--- src/rtl/voice_mixer.sv ---
// voice_mixer
//   Output stage for the oscillator stack. Once per sample period the enabled
//   square-wave voices are counted, the count is scaled by a master gain that
//   ramps one step per sample toward the requested volume, and the result is
//   turned into a 1-bit pulse-density stream by a first-order sigma-delta loop.
//
// Ports
//   clk_i         system clock
//   nrst_i        asynchronous active-low reset
//   oscIn_i       per-voice square waves (VOICES bits)
//   voiceEn_i     per-voice enable mask, 1 = voice contributes
//   volume_i      target master gain 0..15
//   audio_o       registered PDM audio bit
//   sampleStrb_o  one-cycle pulse in the cycle new mix/gain first appear
//   active_o      high while the latched mix is non-zero

`ifndef OSC_VOICES
`define OSC_VOICES 8
`endif

module voice_mixer #(
   parameter int VOICES     = `OSC_VOICES,
   parameter int SAMPLE_DIV = 16
) (
   input  logic              clk_i,
   input  logic              nrst_i,
   input  logic [VOICES-1:0] oscIn_i,
   input  logic [VOICES-1:0] voiceEn_i,
   input  logic [3:0]        volume_i,
   output logic              audio_o,
   output logic              sampleStrb_o,
   output logic              active_o
);

   localparam int FS     = VOICES * 15;
   localparam int MIX_W  = $clog2(VOICES + 1);
   localparam int PROD_W = $clog2(FS + 1);
   // sum of a residue (<FS) and a product (<=FS) never exceeds 2*FS-1
   localparam int ACC_W  = $clog2(2 * FS);
   localparam int CNT_W  = (SAMPLE_DIV > 1) ? $clog2(SAMPLE_DIV) : 1;

   logic [CNT_W-1:0]  r_cnt;
   logic [MIX_W-1:0]  r_mix;
   logic [3:0]        r_gain;
   logic [ACC_W-1:0]  r_acc;
   logic              r_audio;
   logic              r_strb;
   logic              r_active;

   logic              w_tick;
   logic [VOICES-1:0] w_masked;
   logic [MIX_W-1:0]  w_pop;
   logic [PROD_W-1:0] w_product;
   logic [ACC_W-1:0]  w_sum;
   logic              w_full;

   assign w_tick   = (r_cnt == CNT_W'(SAMPLE_DIV - 1));
   assign w_masked = oscIn_i & voiceEn_i;

   always_comb begin
      w_pop = '0;
      for (int i = 0; i < VOICES; i++) begin
         w_pop = w_pop + MIX_W'(w_masked[i]);
      end
   end

   assign w_product = PROD_W'(r_mix) * PROD_W'(r_gain);
   assign w_sum     = r_acc + ACC_W'(w_product);
   assign w_full    = (w_sum >= ACC_W'(FS));

   // sample-rate section: divider, mix latch and gain ramp
   always_ff @(posedge clk_i or negedge nrst_i) begin
      if (!nrst_i) begin
         r_cnt    <= '0;
         r_mix    <= '0;
         r_gain   <= '0;
         r_strb   <= 1'b0;
         r_active <= 1'b0;
      end else begin
         r_strb <= w_tick;
         if (w_tick) begin
            r_cnt    <= '0;
            r_mix    <= w_pop;
            r_active <= (w_pop != '0);
            if (r_gain < volume_i) begin
               r_gain <= r_gain + 4'd1;
            end else if (r_gain > volume_i) begin
               r_gain <= r_gain - 4'd1;
            end
         end else begin
            r_cnt <= r_cnt + CNT_W'(1);
         end
      end
   end

   // sigma-delta runs every clock; a zero product leaves the residue untouched
   always_ff @(posedge clk_i or negedge nrst_i) begin
      if (!nrst_i) begin
         r_acc   <= '0;
         r_audio <= 1'b0;
      end else if (w_full) begin
         r_acc   <= w_sum - ACC_W'(FS);
         r_audio <= 1'b1;
      end else begin
         r_acc   <= w_sum;
         r_audio <= 1'b0;
      end
   end

   assign audio_o      = r_audio;
   assign sampleStrb_o = r_strb;
   assign active_o     = r_active;

endmodule

--- config.mk ---
export PLATFORM = sky130hd
export DESIGN_NAME = voice_mixer
export DESIGN_NICKNAME = d
export VERILOG_FILES = /design/src/rtl/voice_mixer.sv
export SDC_FILE = /design/constraint.sdc
export NUM_CORES = 1
export LEC_CHECK = 0
export BUFFER_PORTS_ARGS = -buffer_cell sky130_fd_sc_hd__buf_2
export CAP_MARGIN = 20
export CORE_MARGIN = 10
export CORE_UTILIZATION = 58
export DETAILED_ROUTE_END_ITERATION = 16
export PLACE_DENSITY = 0.8
export SLEW_MARGIN = 10
export SYNTH_ARGS = -nofsm -noshare
export SYNTH_HDL_FRONTEND = slang
export SYNTH_SLANG_ARGS = --single-unit
--- constraint.sdc ---
create_clock -name clk_i -period 5.1 [get_ports clk_i]
set_clock_uncertainty 0.1 [all_clocks]
set_input_delay 0 -clock clk_i [delete_from_list [all_inputs] [get_ports clk_i]]
set_output_delay 0 -clock clk_i [all_outputs]
set_load 0.05 [all_outputs]
==> impl_metrics.csv <==
group,metric,value,unit
run_status,status,"complete, no violations",
floorplanning,fp.coreArea,0.003311,sq mm
synthesis,synthesis.nets,253,
floorplanning,rows,21,
critical_path,critical_path.startpoint_type,"register",
placement,place_area,0.002153,sq mm
grt,grt_max_degree,24,
hold_path,holdCritPathClass,"in -> async",
clock_network,cts-htree-levels,1,
route,wl_per_cell,13.21,um
synthesis,syn_area,0.001976,sq mm
timing,tns,0,ns
timing,rsz0062_at_grt,"false",
synthesis,synthDistinctLibCells,38,
placement,place_ws,0.6464,ns
placement,io_buffers,24,
timing,setup_violations,0,
grt,grt_usage,0.1237,
grt,grt_overflow,0,
clock_network,path_clk_slew,0.13,ns
clock_network,post_cts_buffers,0,
finish,finalInstanceArea,0.002190,sq mm
grt,grt_util_met1,0.1761,
route,totalWireLength,3539,um
synthesis,yosys-top-cells-area,"dfrtp_1 (29%), ha_1 (18%), fa_1 (10%)",
finish,regArea,575.6,sq um
synthesis,postSynthCellCount,193,
clock_network,insertion_delay,0.31,ns
finish,diodes,0,
synthesis,ys.flop_type,"dfrtp_1",
timing,holdWs,0.07109,ns
placement,gp_congestion,0.8135,
floorplanning,pin_count,25,
grt,grt_util_met2,0.1875,
clock_network,numCtsBuffers,3,
clock_network,post_cts_resized,0,
floorplanning,die_area,0.006141,sq mm
floorplanning,dieWidth,78.37,um
critical_path,critPathMaxFanout,7,
synthesis,synthArstFlopShare,1.000,
clock_network,tritoncts,"done",
run,cap_violations,0,
timing,finalHoldViolCount,0,
route,dr.pass1.iters,4,
timing,fin_ws,0.6418,ns
grt,grt_pass1_wl,6534,um
grt,grt_pass1_vias,1539,
finish,multi_input_area,0.001340,sq mm
critical_path,required,5.21,ns
route,drtAntennaViolNets,0,
timing,clock.fmax,224.3,MHz
route,vias,1410,
floorplanning,initial_core_util,0.5967,
finish,fillers,286,
critical_path,crit_path_end_kind,"register",
power,p_leak,1.136,nW
timing,tightest_slew,0.5367,ns
power,ir_drop,0.0006192,V
grt,top_usage_layer,"met2",
clock_network,clockBufferDepth,2,
finish,final_layout_size_suffix_gt1_frac,0.1667,
finish,area.growth.synth_to_final,10.83,%
clock_network,cts_root_buffer,"clkbuf_4",
route,vias_per_cell,5.261,
route,drt_iter0_drc,36,
grt,antenna_found_initial,0,
floorplanning,die_h,78.37,um
synthesis,avgSynthCellArea,10.24,sq um
critical_path,critPathArrivalTime,4.57,ns
timing,min_period,4.458,ns
timing,max-slew-margin-rel,0.6384,
placement,dp_hpwl,2980,um
power,cellPowerDensity,716.7,mW/mm^2
clock_network,cts_sinks,23,
synthesis,synth_warnings,0,
synthesis,ys_ff_latch,23,
route,drc_errors,0,
timing,drv_slew,0,
grt,met3_usage,0.02620,
critical_path,path_class,"reg -> reg",
timing,timing.final.crit_share,0.8742,
finish,fin_nets,283,
synthesis,synth_edf_count,0,
synthesis,synth-seq-area-share,0.2913,
synthesis,synth_area_leader_cell,"dfrtp_1",
synthesis,synth_top_cell_area_share,0.2913,
[metal layers]
| layer | up-vias | routed length (um) | part of all wire |
|---|---|---|---|
| met5 | - | 0 | 0 |
| met4 | 0 | 22 | 0.0062 |
| met3 | 4 | 119 | 0.034 |
| met2 | 25 | 1493 | 0.42 |
| met1 | 650 | 1904 | 0.54 |
| li1 | 731 | - | - |
[critical path, cell delays in order, from the launching register on]
cell      delay, ns
dfrtp_1        0.47
nand2_1        0.11
fa_1           0.53
inv_1          0.06
fa_1           0.54
fa_1           0.48
a21o_1         0.19
a21oi_1        0.16
xnor2_1        0.09
ha_1           0.35
a21oi_1        0.22
a21boi_0       0.13
a221oi_2       0.37
o21bai_2       0.24
mux2_4         0.33
[final cells by class]
| class | count | area share |
|---|---|---|
| timing repair buffer | 25 | 0.05943 |
| sequential | 23 | 0.2629 |
| clock buffer | 4 | 0.01200 |
| multi-input combinational | 154 | 0.6120 |
| tap | 46 | 0.02629 |
| inverter | 16 | 0.02743 |
[sequential cells by signal, summed over array words and instances, names as in the netlist]
signal	count
sampleStrb_o	1
r_gain	4
r_acc	8
r_mix	4
r_cnt	4
active_o	1
audio_o	1
[power by group]
group | switching [W] | internal (W) | total (W) | leakage, nW
Clock | 0.0000547 | 0.0000305 | 0.0000852 | 0.0150
Combinational | 0.000642 | 0.000537 | 0.00118 | 0.836
Sequential | 0.0000515 | 0.000254 | 0.000306 | 0.284
[logic make-up (layout without fill, tap and decap cells)]
| logic type | Yosys count | in the layout | share of synthesized area |
|---|---|---|---|
| buf+inv | 16 | 45 | 0.03040 |
| fa+ha+maj | 38 | 38 | 0.2787 |
| xor+xnor | 14 | 14 | 0.06207 |
| compound gates | 43 | 43 | 0.1685 |
| flops | 23 | 23 | 0.2913 |
| simple gates | 54 | 54 | 0.1400 |
| mux | 5 | 5 | 0.02913 |
[layout by cell type (no fill, tap or decap), types with 3 or more instances in the layout]
cell      Yosys  final
clkbuf_4      0      3
xor2_1        6      6
o21a_1        3      3
xnor2_1       8      8
buf_2         0     24
nor2b_1       3      3
dfrtp_1      23     23
inv_1        16     16
a21oi_1      10     10
nor2_1        8      8
nand2_1      18     18
and2_1       16     16
fa_1         10     10
a21o_1        3      3
o21ai_0       9      9
ha_1         28     28
[Yosys cell counts (all sizes together) (6+ instances only)]
cell,instances
xor2,6
dfrtp,23
o21ai,9
xnor2,8
nor2,8
nand2,18
fa,10
inv,16
and2,16
ha,28
a21oi,10
[through the flow]
stage	power (W)	instances	utilization
after floorplan	0.001248	193	-
after global placement	0.001436	263	0.6504
after detailed placement	0.001480	263	0.6504
after CTS	0.001570	268	0.6614
after global routing	0.001730	268	0.6614
final	0.001569	268	0.6614
[timing repair]
item                                    in CTS  in global routing
hold endpoints to repair                    23                  0
hold buffers                                 1                  0
endpoints found under the setup margin       0                  0
[path summary, 6_finish.rpt]
kind / startpoint / to / slack, ns / cells past startpoint
max: r_gain[3] / r_acc[4] / 0.64 / 14
max in group asynchronous: nrst_i / r_gain[3] / 4.47 / 2
min reg2reg: r_acc[0] / r_acc[0] / 0.39 / 1
min in group clk_i: voiceEn_i[2] / r_mix[0] / 0.11 / 4
min: nrst_i / r_cnt[2] / 0.07 / 2
max reg2reg: r_gain[3] / r_acc[4] / 0.64 / 14
Power figures use the tool's default switching activity.
